File: config.mk
export PLATFORM = sky130hd
export DESIGN_NAME = pipeline_fetch_queue
export DESIGN_NICKNAME = d
export VERILOG_FILES = /design/src/rtl/pipeline_fetch_queue.sv
export SDC_FILE = /design/constraint.sdc
export NUM_CORES = 1
export LEC_CHECK = 0
export ABC_CLOCK_PERIOD_IN_PS = 8900
export BUFFER_PORTS_ARGS = -buffer_cell sky130_fd_sc_hd__buf_4
export CAP_MARGIN = 20
export CORE_MARGIN = 5
export CORE_UTILIZATION = 35
export CTS_CLUSTER_DIAMETER = 50
export DETAILED_ROUTE_END_ITERATION = 7
export PLACE_DENSITY = 0.6
export SLEW_MARGIN = 5
export SYNTH_ARGS = -nofsm -noshare
export SYNTH_HDL_FRONTEND = slang
export SYNTH_SLANG_ARGS = --single-unit
File: constraint.sdc
create_clock -name clk -period 8.9 [get_ports clk]
set_clock_uncertainty 0.2 [all_clocks]
set_input_delay 0.89 -clock clk [delete_from_list [all_inputs] [get_ports clk]]
set_output_delay 0.89 -clock clk [all_outputs]
set_load 0.01 [all_outputs]
File: src/rtl/pipeline_fetch_queue.sv
// Fetch-to-decode instruction queue carrying {PC, instr, PC+4}.
// First-word-fall-through outputs from registered storage; NOP when empty.
module pipeline_fetch_queue #(
  parameter int unsigned      WIDTH = 32,
  parameter int unsigned      DEPTH = 4,
  parameter logic [WIDTH-1:0] NOP   = 32'h00000013
) (
  input  logic                       clk,
  input  logic                       rst,
  input  logic [WIDTH-1:0]           PCF,
  input  logic [WIDTH-1:0]           instrF,
  input  logic [WIDTH-1:0]           PCPlus4F,
  input  logic                       validF,
  output logic                       readyF,
  input  logic                       stallD,
  input  logic                       flushD,
  output logic [WIDTH-1:0]           PCD,
  output logic [WIDTH-1:0]           instrD,
  output logic [WIDTH-1:0]           PCPlus4D,
  output logic                       validD,
  output logic [$clog2(DEPTH):0]     countQ
);

  localparam int unsigned AW = $clog2(DEPTH);
  localparam int unsigned CW = AW + 1;

  logic [WIDTH-1:0] pc_mem [DEPTH];
  logic [WIDTH-1:0] in_mem [DEPTH];
  logic [WIDTH-1:0] p4_mem [DEPTH];

  logic [AW-1:0] wr_ptr;
  logic [AW-1:0] rd_ptr;
  logic [CW-1:0] count;

  logic push;
  logic pop;

  assign readyF = (count != CW'(DEPTH));
  assign validD = (count != '0);
  assign countQ = count;

  assign push = validF && readyF && !flushD;
  assign pop  = validD && !stallD && !flushD;

  always_ff @(posedge clk) begin
    if (rst) begin
      wr_ptr <= '0;
      rd_ptr <= '0;
      count  <= '0;
    end else if (flushD) begin
      wr_ptr <= '0;
      rd_ptr <= '0;
      count  <= '0;
    end else begin
      if (push) wr_ptr <= wr_ptr + AW'(1);
      if (pop)  rd_ptr <= rd_ptr + AW'(1);
      unique case ({push, pop})
        2'b10:   count <= count + CW'(1);
        2'b01:   count <= count - CW'(1);
        default: count <= count;
      endcase
    end
  end

  // Storage is deliberately not reset; empty outputs are masked instead.
  always_ff @(posedge clk) begin
    if (!rst && push) begin
      pc_mem[wr_ptr] <= PCF;
      in_mem[wr_ptr] <= instrF;
      p4_mem[wr_ptr] <= PCPlus4F;
    end
  end

  always_comb begin
    PCD      = '0;
    instrD   = NOP;
    PCPlus4D = '0;
    if (validD) begin
      PCD      = pc_mem[rd_ptr];
      instrD   = in_mem[rd_ptr];
      PCPlus4D = p4_mem[rd_ptr];
    end
  end

endmodule

After elaboration in Yosys (flattened, before gate mapping)
Memories as Yosys holds them, arrays and structs flattened. A register that Yosys moved wholly into a read port is not among the register bits.
Index checks and enable logic that the tools add are counted.

storage, ports and cells
  bits in registers = 7
  memory bits (writable) = 384
  input port bits = 101
  output and inout port bits = 101
  word-level logic and storage cells = 36
  memories kept = 3

operators by class
  add/subtract/negate cells = 4
  equal/unequal tests = 3
  muxes and demuxes = 12
  reduce and logical (&&, ||, !) cells = 11

memory list
  memory  words  width  rd ports  clocked after memory_dff  wr ports  RTL line  RTL
  in_mem  4      32     1         1                         1         28        logic [WIDTH-1:0] in_mem [DEPTH];
  p4_mem  4      32     1         1                         1         29        logic [WIDTH-1:0] p4_mem [DEPTH];
  pc_mem  4      32     1         1                         1         27        logic [WIDTH-1:0] pc_mem [DEPTH];

operators with widths
  operator             number
  $mux 32              3
  $mux 2               6
  $pmux 3 s2           1
  $logic_and 1x1->1    5
  $add 2x1->2 const B  2
  $add 3x1->3 const B  1
  $logic_not 1->1      3
  $ne 3x3->1 const B   1
  $reduce_bool 3->1    1
  $sub 3x1->3 const B  1
  $eq 2x1->1 const B   1
  $eq 2x2->1 const B   1
  $mux 1               2
  $reduce_bool 2->1    1
  $reduce_or 2->1      1

Longest topological paths before layout
Gate-level depths: netlist of run 1.

  word-level depth = 6
  mapped depth = 8
  depth with buffers taken out = 8

Least setup slack after synthesis of run 1
OpenSTA, ideal clock, no wires.

  path type = input -> register
  start point = input flushD
  end point = memory in_mem[0][0] (enable)
  setup time = 0.688 ns
  arrival = 8.219 ns
  data required time = 8.012 ns
  setup slack = -0.207 ns
  cell stages on the path = 2
  buffers on the path = 0
  cells stage by stage = nand3b_2 > nor3b_1

between the ends
  longest elaborated chain between the ends = 5

RTL lines
  what                          RTL line  RTL
  from (decl)                   16        input logic flushD,
  $logic_not 1->1               42        assign push = validF && readyF && !flushD;
  $logic_and 1x1->1             42
  $logic_and 1x1->1             67        if (!rst && push) begin
  $mux 1                        67
  $mux 1 (not written as such)  69        in_mem[wr_ptr] <= instrF;
  to (decl)                     28

No other way between the ends.

==> flow_summary.toml, run 1 <==
[cells_and_area]
drive_gt1_share_pct = 41.77
diodes = 0
fin_nets = 999
fin_util_pct = 44.20
multi_input_area_sq_mm = 0.003069
regArea_sq_mm = 0.01172
syn2layout_area_growth_pct = 24.36
n_fill_cell = 3576

[route]
drtPass1Iterations = 4
drc = 0
antenna_left = 0
routed_wl_microns = 31100
vias_per_cell = 4.889
drtIter0Drc = 352
routed-via-count = 7152
wire_per_inst_microns = 21.25

[power]
sequentialPowerShare_pct = 50.8
p_per_area_mw_per_mm2 = 217.3
intPower_mw = 3.272
pwr-share-clk_pct = 45.7
irDropWorstVdd_mv = 0.1673
leakage_nw = 6.228
pwr-share-comb_pct = 3.5
sw_frac_of_total_pct = 19.13
power_switching_mw = 0.7740
p_total_mw = 4.046

[worst_setup_path]
critical_path_required_ns = 7.81
path_common_cell = "buf_4"
crit_path_start_kind = "flip-flop"
r2r-start = "countQ[0]"
cp-end-kind = "output port"
reg2reg_slack_ns = 5.82
critPathMaxFanout = 39
arrival_ns = 3.06
rr_endpoint = "p4_mem[3][17]"
rr_worst_depth = 5
cp_num_buf_inv = 2
crit_path_top_delay_cell = "buf_4"
crit_chain = "buf_4 > mux4_2 > or2_1 > buf_4"
critical-path-top-delay-family = "buffers and inverters"
crit_path_max_incr_delay_ns = 0.77
critical_path_class = "reg -> out"

[timing]
min_period_over_period_pct = 46.68
worstMarginPinSlew_ns = 1.076
fin_hold_ws_ns = 0.2911
hold_violations = 0
final.setup.tns_ns = 0
relSlewSlack_pct = 28.28
rsz0062_at_grt = "false"
period_minus_slack_ns = 4.155
slew_violations = 0
final-setup-viol-count = 0
worst_slack_ns = 4.745
fmaxAchievable_mhz = 240.7

[die]
dieArea_sq_mm = 0.04702
die_w_microns = 216.8
die-height_microns = 216.8
core_area_sq_mm = 0.04213
fp-row-count = 75
start_util_pct = 35.54
ios = 202

[clock_network]
post-cts-setup-buffer-count = 0
ctsHtreeMaxLevel = 2
cts_buffers = 46
tritoncts = "yes"
cts_sinks = 393
root_buffer = "clkbuf_16"
cts_buffer_depth = 3
ctsHoldBuffers = 0
insertion_delay_ns = 0.55
path_clk_slew_ns = 0.06
cts_resized = 0

[logic_synthesis]
ys_seq_elements = 393
synth_sequential_area_ratio_pct = 78.21
synth.distinct_cells = 26
netlist_area_sq_mm = 0.01497
synthesis.nets = 770
yosysWarnings = 0
syn_inst = 663
synth.avg_cell_area_sq_um = 22.59
synth_top_area_cell = "edfxtp_1"
synth_area_leaders = "edfxtp_1 (77%), mux4_2 (14%), and2_1 (3.9%)"
yosysTopAreaCellShare_pct = 77.01

[global_routing]
met1_usage_pct = 17.54
antenna_found_initial = 1
gr-total-overflow = 0
grt_pass1_wl_microns = 47640
use_met3_pct = 4.113
grt-busiest-layer = "met2"
grt_pass1_vias = 7811
use_met2_pct = 21.41
grt_max_degree = 97
track_usage_pct = 13.25

[status]
status = "completed"

[placed_design]
place_hpwl_microns = 17800
post-place-ws_ns = 5.176
portBuffers = 201
gp_congestion = 0.7170

[hold_path]
min_from = "rd_ptr[1]"
holdPathStages = 2
hold_class = "reg -> reg"

[run]
maxCapViolCount = 0
flip-flops by register name, indices dropped and copies added (netlist names), named ones only:
| signal | flops |
|---|---|
| in_mem | 128 |
| p4_mem | 128 |
| pc_mem | 128 |
| countQ | 3 |
| rd_ptr | 2 |
| wr_ptr | 2 |
layout make-up:
class	count	share of cell area, %
flip-flops and latches	393	62.93
inverters	6	0.1209
repair buffers	214	8.694
clock inverters	21	1.310
well taps	539	3.622
multi-input cells	231	16.48
clock buffers	59	6.840
cell usage after synthesis:
cell / number
a21oi_1: 5
and2_1: 93
buf_12: 1
buf_2: 11
buf_6: 5
clkbuf_1: 16
dfxtp_1: 9
edfxtp_1: 384
fa_1: 1
ha_1: 5
inv_1: 6
mux2i_1: 2
mux4_2: 96
nand2_1: 4
nand2b_1: 1
nand3b_2: 1
nor2_1: 4
nor3_1: 1
nor3_2: 1
nor3b_1: 4
o21ai_0: 3
or2_1: 3
or2_2: 1
or3_1: 3
or3b_2: 1
xor2_1: 2
through the flow:
| step | std cells | instance area, sq um |
|---|---|---|
| after global placement | 1383 | 17100 |
| after CTS | 1463 | 18620 |
| after global routing | 1463 | 18620 |
| after floorplan | 663 | 14970 |
| final | 1463 | 18620 |
| after detailed placement | 1383 | 17100 |
worst max path at each step:
stage          slack, ns       from           end  cells past startpoint
2_1_floorplan      -0.21     flushD  in_mem[0][0]                      2
3_3_place_gp        5.16     flushD  pc_mem[0][4]                      4
3_5_place_dp        5.18     flushD  pc_mem[0][1]                      4
4_1_cts             4.56  flip-flop     instrD[0]                      4
5_1_grt             4.41  flip-flop     instrD[4]                      4
6_report            4.75  flip-flop     instrD[0]                      4
worst min-delay path, stage by stage, from the launching register on:
cell     delay (ns)
dfxtp_1        0.30
o21ai_0        0.06
a21oi_1        0.08
cells by family (layout without fill, tap and decap cells):
logic type	count (synthesis)	in the layout	synth area share, %
and+or+nand+nor	117	117	4.855
buffers and inverters	39	300	1.429
adders and majority gates	6	6	0.5515
DFF	393	393	78.21
xor gates and xnor gates	2	2	0.1170
muxes	98	98	14.57
AOI/OAI and AO/OA	8	8	0.2673
cell usage in the layout (no fill, tap or decap), types with 2 or more instances in the layout:
cell	synthesis	routed
a21oi_1	5	5
nand2_1	4	4
clkinv_1	0	6
clkinv_4	0	3
buf_4	0	213
nor2_1	4	4
edfxtp_1	384	384
clkinvlp_4	0	4
and2_1	93	93
o21ai_0	3	3
dfxtp_4	0	2
bufinv_16	0	5
dfxtp_1	9	7
or3_1	3	3
or2_1	3	3
mux2i_1	2	2
clkinv_2	0	3
inv_1	6	5
mux4_2	96	96
nor3b_2	0	4
clkbuf_1	16	9
ha_1	5	5
xor2_1	2	2
clkbuf_16	0	49
per-layer routing:
layer  share of wire (%)  vias up
met4                 1.8        2
met1                  43     3737
met3                 7.0       44
met5               0.042        -
li1                    -     3160
met2                  48      209
power by group through the flow:
stage	registers [mW]	logic [mW]	clock network, mW
global placement	2.09	0.143	0
detailed placement	2.09	0.146	0
CTS	2.05	0.146	1.91
floorplan	2.10	0.0539	0
finish	2.05	0.142	1.85
global route	2.05	0.156	1.98
(Power assumes the default switching activity.)
==> inputs of run 2 (changes only) <==
--- a/config.mk
+++ b/config.mk
@@ -5,7 +5,7 @@
 export SDC_FILE = /design/constraint.sdc
 export NUM_CORES = 1
 export LEC_CHECK = 0
-export ABC_CLOCK_PERIOD_IN_PS = 8900
+export ABC_CLOCK_PERIOD_IN_PS = 3750
 export BUFFER_PORTS_ARGS = -buffer_cell sky130_fd_sc_hd__buf_4
 export CAP_MARGIN = 20
 export CORE_MARGIN = 5
==> constraint.sdc (replaced) <==
create_clock -name clk -period 3.75 [get_ports clk]
set_clock_uncertainty 0.2 [all_clocks]
set_input_delay 0.375 -clock clk [delete_from_list [all_inputs] [get_ports clk]]
set_output_delay 0.375 -clock clk [all_outputs]
set_load 0.01 [all_outputs]
==> run 2 against run 1 <==
  * Non-clock buffer count grew 104
  * Largest power group unchanged
  * First-iteration DRC count grew 55%
  * Cell count grew 7.3%
  * Critical path depth is the same
  * Sequential power grew 140%
  * Total power grew 130%
  * Register-to-register slack lost 4.6 ns
  * Via count grew 4.9%
==> flow_summary.toml, run 2 (synthesis results as in run 1) <==
[die]
fp-row-count = 75
die-height_microns = 216.8
dieArea_sq_mm = 0.04702
ios = 202
start_util_pct = 35.54
die_w_microns = 216.8
core_area_sq_mm = 0.04213

[worst_setup_path]
critical_path_class = "reg -> out"
cp_num_buf_inv = 2
critical_path_required_ns = 3.17
critPathMaxFanout = 26
arrival_ns = 2.52
crit_chain = "buf_4 > mux4_2 > and2_1 > buf_4"
crit_path_max_incr_delay_ns = 0.74
crit_path_start_kind = "flip-flop"
cp-end-kind = "output port"
path_common_cell = "buf_4"
crit_path_top_delay_cell = "dfxtp_4"
critical-path-top-delay-family = "flip-flops"

[clock_network]
cts_sinks = 393
root_buffer = "clkbuf_16"
path_clk_slew_ns = 0.05
cts_buffers = 45
cts_buffer_depth = 3
insertion_delay_ns = 0.54
post-cts-setup-buffer-count = 0
cts_resized = 0
ctsHtreeMaxLevel = 2
tritoncts = "yes"

[cells_and_area]
fin_nets = 1102
regArea_sq_mm = 0.01172
final_cell_area_sq_mm = 0.01967
mostFrequentLayoutCell = "edfxtp_1"
syn2layout_area_growth_pct = 31.33
layout_common_cells = "edfxtp_1 (384), buf_4 (212), dlygate4sd3_1 (99)"
largestRegisters = "in_mem: 128 flops, p4_mem: 128 flops, pc_mem: 128 flops"
multi_input_area_sq_mm = 0.003105
drive_gt1_share_pct = 38.10
n_fill_cell = 3479

[timing]
worst_slack_ns = 0.6553
relSlewSlack_pct = 44.68
fmaxAchievable_mhz = 323.1
hold_violations = 0
final-setup-viol-count = 0
period_minus_slack_ns = 3.095
rsz0062_at_grt = "false"
slew_violations = 0
worstMarginPinSlew_ns = 0.8298
min_period_over_period_pct = 82.53

[route]
drtPass1Iterations = 4
routed_wl_microns = 30730
top_layer_used = "met4"
met2_length_microns = 15160
wl_met3_microns = 1951
wire_per_inst_microns = 19.57
antenna_left = 0
met1_length_microns = 13000
drtIter0Drc = 544
drc = 0
routed-via-count = 7500
vias_per_cell = 4.777

[power]
p_per_area_mw_per_mm2 = 479.8
irDropWorstVdd_mv = 0.3752
leakage_nw = 6.690

[global_routing]
grt_pass1_wl_microns = 47600
antenna_found_initial = 2
gr-total-overflow = 0
grt_max_degree = 55
track_usage_pct = 13.07
grt_pass1_vias = 8181

[placed_design]
gp_congestion = 0.6890
place_area_sq_mm = 0.01726
place_hpwl_microns = 17700
post-place-ws_ns = 1.118
portBuffers = 201

[status]
status = "completed"

[run]
maxCapViolCount = 0

[hold_path]
hold_class = "in -> reg"
==> run 2: cell types whose count changed in the layout (fill, tap and decap cells not counted), sizes merged <==
cell	previous run	this run
dlygate4sd3	0	99
clkinv	12	16
buf	214	219
clkinvlp	4	1
clkbuf	59	58
inv	6	9
diode	0	2
bufinv	5	3
==> run 2: through the flow <==
step / total power [mW] / TNS [ns] / hold WS [ns] / instances / util, %
2_1_floorplan: 5.098 / -53.38 / 0.2591 / 663 / -
3_3_place_gp: 5.306 / 0 / 0.2712 / 1388 / 40.96
3_5_place_dp: 5.317 / 0 / 0.2734 / 1388 / 40.96
4_1_cts: 9.594 / 0 / 0.04289 / 1568 / 46.66
5_1_grt: 9.810 / 0 / 0.07110 / 1570 / 46.67
6_report: 9.434 / 0 / 0.08114 / 1570 / 46.67
==> run 2: worst reg2reg max path: cells and delay by family (launching register included) <==
kind	cells	cell delay, ns
AO/OA/AOI/OAI	1	0.16
adder cells (fa/ha/maj)	2	0.59
AND/OR/NAND/NOR	3	0.91
buffers and inverters	1	0.06
XOR/XNOR	1	0.16
flip-flops	1	0.37
==> run 2: final cells by class <==
| cell class | count | share of cell area [%] |
|---|---|---|
| clock inverters | 23 | 1.005 |
| flip-flops and latches | 393 | 59.61 |
| inverters | 6 | 0.1145 |
| well taps | 539 | 3.429 |
| repair buffers | 318 | 13.84 |
| multi-input cells | 231 | 15.79 |
| clock buffers | 58 | 6.178 |
| diodes | 2 | 0.02545 |
==> run 2: what timing repair did <==
action / 4_1_cts / 5_1_grt
hold buffers: 99 / 0
hold endpoints to repair: 392 / 0
setup endpoints to repair: 0 / 0
==> run 2: power breakdown <==
group	switching [mW]	internal (mW)	total (mW)
clock	1.64	2.49	4.13
combinational	0.187	0.241	0.428
sequential	0.0118	4.86	4.88
total	1.84	7.60	9.43
==> run 2: metal layers <==
layer	vias to the layer above	track usage, %
met3	41	3.238
met4	0	3.939
li1	3366	-
met1	3872	17.34
met5	-	0
met2	221	21.58
==> run 2: worst paths after layout <==
| path | end | start | slack [ns] | depth (start not counted) |
|---|---|---|---|---|
| worst max-delay path | PCD[15] | flip-flop | 0.66 | 4 |
| worst min-delay path | wr_ptr[1] | validF | 0.08 | 3 |
| worst max register to register | countQ[2] | countQ[2] | 1.24 | 8 |
| worst min register to register | flip-flop | rd_ptr[1] | 0.28 | 2 |
